$ cat src/rtl/hub75_pkg.sv
//============================================================================
// Module : hub75_pkg
// Brief  : Shared FSM encoding, channel offsets and plane setup for the HUB75
//          scan driver. HUB75_BCM_EN selects 4-plane binary-coded modulation.
// Rev    : 1.0  initial release
//============================================================================
`default_nettype none

package hub75_pkg;

  localparam int R_OFF = 16;
  localparam int G_OFF = 8;
  localparam int B_OFF = 0;

  localparam int NUM_PLANES    = 4;
  localparam int DEF_COLS      = 64;
  localparam int DEF_HALF_ROWS = 32;
  localparam int DEF_CLK_DIV   = 2;
  localparam int DEF_ON_CYCLES = 256;

  typedef logic [3:0] state_t;

  localparam state_t S_IDLE     = 4'd0;
  localparam state_t S_ADDR_TOP = 4'd1;
  localparam state_t S_CAP_TOP  = 4'd2;
  localparam state_t S_CAP_BOT  = 4'd3;
  localparam state_t S_SHIFT_LO = 4'd4;
  localparam state_t S_SHIFT_HI = 4'd5;
  localparam state_t S_BLANK    = 4'd6;
  localparam state_t S_LATCH    = 4'd7;
  localparam state_t S_DISPLAY  = 4'd8;

`ifdef HUB75_BCM_EN
  localparam int         PLANES_USED = NUM_PLANES;
  localparam logic [2:0] BASE_BIT    = 3'd4;
`else
  localparam int         PLANES_USED = 1;
  localparam logic [2:0] BASE_BIT    = 3'd7;
`endif

endpackage

`default_nettype wire

$ cat src/rtl/hub75_color_slice.sv
//============================================================================
// Module : hub75_color_slice
// Brief  : Picks the active bit-plane of each colour channel from a 24-bit
//          pixel. Plane base bit depends on HUB75_BCM_EN (via hub75_pkg).
// Rev    : 1.0  initial release
//============================================================================
`default_nettype none

module hub75_color_slice
  import hub75_pkg::*;
(
  input  logic [23:0] i_pixel,
  input  logic [1:0]  i_plane,
  output logic [2:0]  o_rgb
);

  logic [2:0] w_idx;
  logic [7:0] w_r;
  logic [7:0] w_g;
  logic [7:0] w_b;

  // Without BCM the plane index is always 0, so this resolves to bit 7.
  assign w_idx = BASE_BIT + {1'b0, i_plane};
  assign w_r   = i_pixel[R_OFF +: 8];
  assign w_g   = i_pixel[G_OFF +: 8];
  assign w_b   = i_pixel[B_OFF +: 8];
  assign o_rgb = {w_r[w_idx], w_g[w_idx], w_b[w_idx]};

endmodule

`default_nettype wire

$ cat src/rtl/hub75_scan_driver.sv
//============================================================================
// Module : hub75_scan_driver
// Brief  : 64x64 1/32-scan HUB75 driver: fetches top/bottom pixels, shifts,
//          latches and displays each row. HUB75_BCM_EN enables 4-plane BCM.
// Rev    : 1.0  initial release
//============================================================================
`default_nettype none

module hub75_scan_driver
  import hub75_pkg::*;
#(
  parameter int COLS      = DEF_COLS,
  parameter int HALF_ROWS = DEF_HALF_ROWS,
  parameter int CLK_DIV   = DEF_CLK_DIV,
  parameter int ON_CYCLES = DEF_ON_CYCLES
) (
  input  logic        clk,
  input  logic        rst,
  input  logic        i_enable,
  input  logic [23:0] i_pixel_data,
  output logic [11:0] o_pixel_addr,
  output logic        o_r1,
  output logic        o_g1,
  output logic        o_b1,
  output logic        o_r2,
  output logic        o_g2,
  output logic        o_b2,
  output logic        o_sclk,
  output logic        o_lat,
  output logic        o_oe_n,
  output logic [4:0]  o_row_addr,
  output logic        o_frame_start
);

  localparam int         CNT_W      = $clog2(ON_CYCLES << (NUM_PLANES - 1)) + 1;
  localparam logic [1:0] LAST_PLANE = 2'(PLANES_USED - 1);
  localparam logic [5:0] LAST_COL   = 6'(COLS - 1);
  localparam logic [4:0] LAST_ROW   = 5'(HALF_ROWS - 1);

  state_t           r_state;
  logic [4:0]       r_row;
  logic [5:0]       r_col;
  logic [1:0]       r_plane;
  logic [CNT_W-1:0] r_cnt;
  logic [23:0]      r_top;
  logic [11:0]      r_pixel_addr;
  logic [2:0]       r_rgb_top;
  logic [2:0]       r_rgb_bot;
  logic [4:0]       r_row_addr;

  logic [2:0]       w_rgb_top;
  logic [2:0]       w_rgb_bot;
  logic [5:0]       w_bot_row;
  logic [CNT_W-1:0] w_on_len;

  assign w_bot_row = 6'(r_row) + 6'(HALF_ROWS);
  assign w_on_len  = CNT_W'(ON_CYCLES) << r_plane;

  hub75_color_slice u_slice_top (
    .i_pixel (r_top),
    .i_plane (r_plane),
    .o_rgb   (w_rgb_top)
  );

  // Bottom pixel is sliced straight off the generator in CAP_BOT.
  hub75_color_slice u_slice_bot (
    .i_pixel (i_pixel_data),
    .i_plane (r_plane),
    .o_rgb   (w_rgb_bot)
  );

  always_ff @(posedge clk or posedge rst) begin
    if (rst) begin
      r_state      <= S_IDLE;
      r_row        <= '0;
      r_col        <= '0;
      r_plane      <= '0;
      r_cnt        <= '0;
      r_top        <= '0;
      r_pixel_addr <= '0;
      r_rgb_top    <= '0;
      r_rgb_bot    <= '0;
      r_row_addr   <= '0;
    end else begin
      case (r_state)
        S_IDLE: begin
          if (i_enable) r_state <= S_ADDR_TOP;
        end
        S_ADDR_TOP: begin
          r_pixel_addr <= {6'(r_row), r_col};
          r_state      <= S_CAP_TOP;
        end
        S_CAP_TOP: begin
          r_top        <= i_pixel_data;
          r_pixel_addr <= {w_bot_row, r_col};
          r_state      <= S_CAP_BOT;
        end
        S_CAP_BOT: begin
          r_rgb_top <= w_rgb_top;
          r_rgb_bot <= w_rgb_bot;
          r_cnt     <= CNT_W'(CLK_DIV - 1);
          r_state   <= S_SHIFT_LO;
        end
        S_SHIFT_LO: begin
          if (r_cnt == '0) begin
            r_cnt   <= CNT_W'(CLK_DIV - 1);
            r_state <= S_SHIFT_HI;
          end else begin
            r_cnt <= r_cnt - 1'b1;
          end
        end
        S_SHIFT_HI: begin
          if (r_cnt != '0) begin
            r_cnt <= r_cnt - 1'b1;
          end else if (r_col == LAST_COL) begin
            // Row select changes on BLANK entry so it is stable while dark.
            r_col      <= '0;
            r_row_addr <= r_row;
            r_state    <= S_BLANK;
          end else begin
            r_col   <= r_col + 6'd1;
            r_state <= S_ADDR_TOP;
          end
        end
        S_BLANK: begin
          r_state <= S_LATCH;
        end
        S_LATCH: begin
          r_cnt   <= w_on_len - 1'b1;
          r_state <= S_DISPLAY;
        end
        S_DISPLAY: begin
          if (r_cnt != '0) begin
            r_cnt <= r_cnt - 1'b1;
          end else if (r_plane == LAST_PLANE) begin
            r_plane <= '0;
            r_row   <= (r_row == LAST_ROW) ? 5'd0 : r_row + 5'd1;
            r_state <= i_enable ? S_ADDR_TOP : S_IDLE;
          end else begin
            r_plane <= r_plane + 2'd1;
            r_state <= S_ADDR_TOP;
          end
        end
        default: r_state <= S_IDLE;
      endcase
    end
  end

  assign o_pixel_addr  = r_pixel_addr;
  assign {o_r1, o_g1, o_b1} = r_rgb_top;
  assign {o_r2, o_g2, o_b2} = r_rgb_bot;
  assign o_row_addr    = r_row_addr;
  assign o_sclk        = (r_state == S_SHIFT_HI);
  assign o_lat         = (r_state == S_LATCH);
  assign o_oe_n        = (r_state != S_DISPLAY);
  assign o_frame_start = (r_state == S_ADDR_TOP) && (r_col == '0) &&
                         (r_row == '0) && (r_plane == '0);

endmodule

`default_nettype wire

$ cat config.mk
export PLATFORM = sky130hd
export DESIGN_NAME = hub75_scan_driver
export DESIGN_NICKNAME = d
export VERILOG_FILES = /design/src/rtl/hub75_pkg.sv /design/src/rtl/hub75_color_slice.sv /design/src/rtl/hub75_scan_driver.sv
export SDC_FILE = /design/constraint.sdc
export NUM_CORES = 1
export LEC_CHECK = 0
export BUFFER_PORTS_ARGS = -buffer_cell sky130_fd_sc_hd__buf_2
export CAP_MARGIN = 20
export CORE_MARGIN = 2
export CORE_UTILIZATION = 31
export CTS_BUF_LIST = sky130_fd_sc_hd__clkbuf_8
export DETAILED_ROUTE_END_ITERATION = 8
export HOLD_SLACK_MARGIN = 0.08
export PLACE_DENSITY = 0.46
export REMOVE_ABC_BUFFERS = 1
export SETUP_SLACK_MARGIN = 0.15
export SLEW_MARGIN = 20
export SYNTH_ARGS = -nofsm -noshare
export SYNTH_HDL_FRONTEND = slang
export SYNTH_SLANG_ARGS = --single-unit
$ cat constraint.sdc
create_clock -name clk -period 2.89 [get_ports clk]
set_input_delay 0.578 -clock clk [delete_from_list [all_inputs] [get_ports clk]]
set_output_delay 0.578 -clock clk [all_outputs]
set_load 0.005 [all_outputs]
==> out/metrics.yaml, run 1 <==
clock_tree:
  cts_resized: 0
  clock-root-buffer: "clkbuf_8"
  numCtsBuffers: 9
  clk_pin_slew_worst_paths_ns: 0.09
  clk_path_buf_depth: 2
  clk_latency_ns: 0.36
  cts_tree: "built"
  numClockSinks: 76
  cts_hold_buf: 0
  cts_max_level: 3
  cts_setup_buffers: 0
status:
  outcome: "completed"
layout:
  nets: 446
  multiInputGateArea_um2: 2060
  regArea_um2: 1900
  drive_gt1_share_pct: 35.5
  design_area_um2: 4810
  antenna_cells: 0
  fill_cells: 1322
  syn_to_final_growth_pct: 17.1
place:
  numPortBuffers: 53
  place_hpwl_um: 6400
  gp_congestion: 0.809
  placed_cell_area_um2: 4570
sta:
  max_slew_margin_pct: 60.0
  rsz0062_at_grt: "false"
  tightest_slew_ns: 0.600
  finalHoldViolCount: 0
  fmax_mhz: 402
  final.min_clock_period_ns: 2.49
  fin_crit_sh_pct: 86.1
  clock_skew_ns: 0.0117
  finalSetupTns_ns: 0
  slew_viol_final: 0
  finalSetupViolations: 0
drt:
  wl_um: 9060
  wire_per_inst_um: 15.4
  final_antenna_net_count: 0
  dr.first_iter.drc_count: 90
  viasPerCell: 5.00
  vias: 2933
  dr.pass1.iters: 4
  drc: 0
critical_path:
  startpoint_type: "register"
  slowest_stage: "dfrtp_1"
  worstSetupEndpointType: "output port"
  critPathKind: "reg2out"
  crit_chain: "nand2b_1 -> or2_2 -> inv_1 -> buf_2"
  arrival_ns: 1.91
  worst_path_largest_cell_delay_ns: 0.55
  r2r_slack_ns: 0.66
  required_ns: 2.31
  path_max_fanout: 14
power:
  switching_share_pct: 22.3
  p_leak_uw: 0.00221
  peakVddDrop_v: 0.000191
  p_per_area_nw_per_um2: 457
  power_switching_uw: 489
  pwr-share-seq_pct: 49.8
  total_power_uw: 2200
  p_int_uw: 1710
  power_frac_comb_pct: 4.0
  pwr-share-clk_pct: 46.2
global_route:
  grt_pass1_wl_um: 15200
  antenna_found_initial: 0
  globalRouteTotalUtil_pct: 13.4
  grt_pass1_vias: 2941
  grt_max_degree: 77
  grt_overflow: 0
synthesis:
  ys_ff_latch: 76
  syn_avg_cell_area_um2: 11.7
  synth_edf_count: 0
  synthesis.yosys.warnings: 0
  syn_area_um2: 4110
  synth-async-reset-ratio_pct: 100
  synth_most_common_cell: "dfrtp_1"
  synth_cells: 352
  ys.flop_type: "dfrtp_1"
  ys_top_cells_by_area: "dfrtp_1 (46%), mux2_2 (11%), mux4_2 (6.6%)"
  synth_top_area_share_pct: 46.3
  synth.cells.most_frequent: "dfrtp_1 (76), mux2_2 (39), o21ai_0 (25)"
  ys_types: 60
  yosysTopAreaCell: "dfrtp_1"
  ys_seq_area_share_pct: 46.3
worst_hold_path:
  hp-class: "in2async"
floorplan:
  die_h_um: 119
  io_pins: 54
  start_util_pct: 31.4
  coreArea_um2: 13100
  row_count: 42
  die-area_um2: 14200
  die_w_um: 119
job:
  cap_violations: 0
-- power by group through the flow --
stage	registers (uW)	logic, uW	clock network (uW)
6_report	1090	88.8	1020
5_1_grt	1100	101	1090
3_5_place_dp	1120	92.7	0
2_1_floorplan	1110	49.2	0
4_1_cts	1090	92.7	1050
3_3_place_gp	1110	90.8	0
-- cells in the final DEF, fill, tap and decap left out, drive strengths merged, types with 6 or more instances in the layout --
cell type | Yosys | layout
ha | 13 | 13
nor2 | 21 | 21
mux2i | 8 | 8
mux4 | 12 | 12
nor2b | 6 | 6
clkbuf | 5 | 9
a21oi | 12 | 12
nor3 | 7 | 7
nand2 | 18 | 18
buf | 12 | 60
a22o | 10 | 10
mux2 | 39 | 39
dfrtp | 76 | 76
o21ai | 30 | 30
inv | 14 | 16
nand3 | 11 | 11
-- worst paths after layout --
check | startpoint | to | cells after the start
hold reg to reg | o_pixel_addr[7]$_DFFE_PP0P_ | o_pixel_addr[7]$_DFFE_PP0P_ | 2
min in group clk | i_pixel_data[5] | r_top[5]$_DFFE_PP0P_ | 2
setup reg to reg | r_state[0]$_DFFE_PP0P_ | r_cnt[8]$_DFFE_PP0P_ | 6
setup / recovery | r_state[3]$_DFFE_PP0P_ | o_lat | 4
hold / removal | rst | o_pixel_addr[8]$_DFFE_PP0P_ | 3
max in group asynchronous | rst | r_cnt[4]$_DFFE_PP0P_ | 3
-- flip-flops by register name (all words and copies together) (netlist names) --
| register | count |
|---|---|
| r_col | 6 |
| r_rgb_top | 3 |
| o_pixel_addr | 12 |
| r_state | 4 |
| r_plane | 2 |
| r_row | 5 |
| o_row_addr | 5 |
| r_top | 24 |
| r_cnt | 12 |
| r_rgb_bot | 3 |
-- critical path, delay by kind of cell (launching register included) --
family | cells | cell delay [ns]
DFF | 1 | 0.55
and+or+nand+nor | 2 | 0.74
buffers and inverters | 2 | 0.27
-- cell type report --
cell class | count | share of cell area [%]
Clock buffer | 9 | 2.57
Inverter | 14 | 1.09
Tap cell | 176 | 4.58
Multi-Input combinational cell | 245 | 42.8
Timing Repair Buffer | 60 | 6.87
Sequential cell | 76 | 39.5
Clock inverter | 7 | 2.52
-- stage by stage --
| stage | instances | util [%] | hold slack [ns] | worst slack, ns |
|---|---|---|---|---|
| finish | 587 | 36.8 | 0.301 | 0.401 |
| global route | 587 | 36.8 | 0.330 | 0.290 |
| CTS | 587 | 36.8 | 0.308 | 0.373 |
| detailed placement | 571 | 34.9 | 0.483 | 0.665 |
| global placement | 571 | 34.9 | 0.458 | 0.674 |
| floorplan | 335 | - | 0.470 | 0.374 |
-- cell families (layout without fill, tap and decap cells) --
kind of cell / Yosys count / after routing / share of synthesized area [%]
AO/OA/AOI/OAI: 76 / 76 / 12.4
XOR/XNOR: 4 / 4 / 0.853
adder cells (fa/ha/maj): 13 / 13 / 3.96
buffers and inverters: 31 / 90 / 3.69
flip-flops: 76 / 76 / 46.3
multiplexers: 59 / 59 / 19.2
AND/OR/NAND/NOR: 93 / 93 / 13.6
-- layer usage --
layer / GRT usage [%] / routed length [um] / vias to the layer above
met5: 0 / 0 / -
met4: 4.39 / 102 / 0
met3: 3.83 / 391 / 9
met2: 20.4 / 4210 / 55
met1: 18.5 / 4350 / 1464
li1: - / - / 1405
(Power assumes the default switching activity.)
==> inputs of run 2 (changes only) <==
--- a/config.mk
+++ b/config.mk
@@ -13,6 +13,7 @@
 export DETAILED_ROUTE_END_ITERATION = 8
 export HOLD_SLACK_MARGIN = 0.08
 export PLACE_DENSITY = 0.46
+export RECOVER_POWER = 100
 export REMOVE_ABC_BUFFERS = 1
 export SETUP_SLACK_MARGIN = 0.15
 export SLEW_MARGIN = 20
==> out/metrics.yaml, run 2 (same netlist as run 1, synthesis figures left out) <==
floorplan:
  row_count: 42
  die_w_um: 119
  die-area_um2: 14200
  coreArea_um2: 13100
  die_h_um: 119
  io_pins: 54
  start_util_pct: 31.4
sta:
  slew_viol_final: 77
  finalSetupTns_ns: 0
  clock_skew_ns: 0.0132
  fmax_mhz: 408
  max_slew_margin_pct: -27.4
  finalSetupViolations: 0
  tightest_slew_ns: 1.91
  final.min_clock_period_ns: 2.45
  rsz0062_at_grt: "false"
  finalHoldViolCount: 0
  fin_crit_sh_pct: 84.8
critical_path:
  worst-r2r-cell-count: 7
  startpoint_type: "register"
  r2r_start: "r_cnt[0]$_DFFE_PP0P_"
  reg2reg_to: "r_cnt[6]$_DFFE_PP0P_"
  r2r_slack_ns: 0.44
  arrival_ns: 1.87
  required_ns: 2.31
  path_max_fanout: 14
  worstSetupEndpointType: "output port"
  critPathKind: "reg2out"
power:
  p_per_area_nw_per_um2: 466
  peakVddDrop_v: 0.000191
  p_leak_uw: 0.00214
drt:
  final_antenna_net_count: 0
  viasPerCell: 4.97
  dr.pass1.iters: 5
  wire_per_inst_um: 15.5
  vias: 2917
  wl_um: 9100
  drc: 0
  dr.first_iter.drc_count: 93
layout:
  final_common_cell: "dfrtp_1"
  mostFrequentLayoutCells: "dfrtp_1 (76), buf_2 (43), mux2_2 (39), o21ai_0 (27), nor2_1 (21)"
  syn_to_final_growth_pct: 14.7
  antenna_cells: 0
  regMostFlops: "r_top"
  nets: 446
  largest_reg_flops: 24
  drive_gt1_share_pct: 30.9
  final_util_pct: 36.0
clock_tree:
  numClockSinks: 76
  cts_hold_buf: 0
  numCtsBuffers: 9
  cts_setup_buffers: 0
  cts_max_level: 3
  cts_tree: "built"
  clk_pin_slew_worst_paths_ns: 0.09
  clk_path_buf_depth: 2
  cts_resized: 0
  clk_latency_ns: 0.37
  clock-root-buffer: "clkbuf_8"
global_route:
  antenna_found_initial: 0
  grt_max_degree: 77
  grt_pass1_vias: 2941
  grt.met2_usage_pct: 20.4
  grt_pass1_wl_um: 15200
  grt_overflow: 0
  top_usage_layer: "met2"
  use_met1_pct: 18.5
  globalRouteTotalUtil_pct: 13.4
  met3_usage_pct: 3.83
worst_hold_path:
  hp-class: "in2reg"
  whs_endpoint: "r_top[5]$_DFFE_PP0P_"
  holdPathStages: 2
  min_from: "i_pixel_data[5]"
status:
  violations: "capacitance limit, slew limit"
  outcome: "finished, violations left"
place:
  gp_congestion: 0.809
  place_hpwl_um: 6400
  numPortBuffers: 53
job:
  cap_violations: 1
## run 2: how the worst max path moves through the flow
stage                      startpoint                          end  cells after the start
4_1_cts        r_state[3]$_DFFE_PP0P_                        o_lat                      4
3_3_place_gp     r_cnt[0]$_DFFE_PP0P_    o_row_addr[2]$_DFFE_PP0P_                      7
5_1_grt          r_cnt[0]$_DFFE_PP0P_         r_cnt[8]$_DFFE_PP0P_                      7
2_1_floorplan                     rst  o_pixel_addr[0]$_DFFE_PP0P_                      1
3_5_place_dp     r_cnt[0]$_DFFE_PP0P_         r_cnt[6]$_DFFE_PP0P_                      7
6_report       r_state[3]$_DFFE_PP0P_                       o_oe_n                      3
## run 2: through the flow
stage / instance area, um2 / power [uW] / hold slack [ns] / setup slack (ns) / instances
2_1_floorplan: 4010 / 1160 / 0.470 / 0.374 / 335
3_3_place_gp: 4570 / 1210 / 0.458 / 0.674 / 571
3_5_place_dp: 4570 / 1210 / 0.483 / 0.665 / 571
4_1_cts: 4810 / 2230 / 0.308 / 0.373 / 587
5_1_grt: 4710 / 2280 / 0.437 / 0.229 / 587
6_report: 4710 / 2200 / 0.454 / 0.439 / 587
## run 2: cell type report
type | instances | area [um2]
timing repair buffer | 60 | 289
fill | 1347 | 8370
clock inverter | 7 | 121
sequential | 76 | 1900
multi-input combinational | 245 | 2000
tap | 176 | 220
inverter | 14 | 52.6
clock buffer | 9 | 124
## run 2: metal layers
| metal | wire length (um) | vias to the layer above |
|---|---|---|
| met4 | 128 | 0 |
| met2 | 4180 | 45 |
| met5 | 0 | - |
| met3 | 343 | 11 |
| li1 | - | 1404 |
| met1 | 4450 | 1457 |
## run 2: where the power goes
group | leakage, uW | total, uW | switching (uW) | internal [uW]
Clock | 0.000124 | 1020 | 439 | 580
Sequential | 0.000958 | 1090 | 10.4 | 1080
Combinational | 0.00106 | 84.9 | 43.0 | 41.9
## run 2: worst max-delay path, stage by stage, from the launching register on
cell     delay (ns)
dfrtp_1        0.62
nor4b_2        0.58
inv_2          0.14
buf_2          0.18
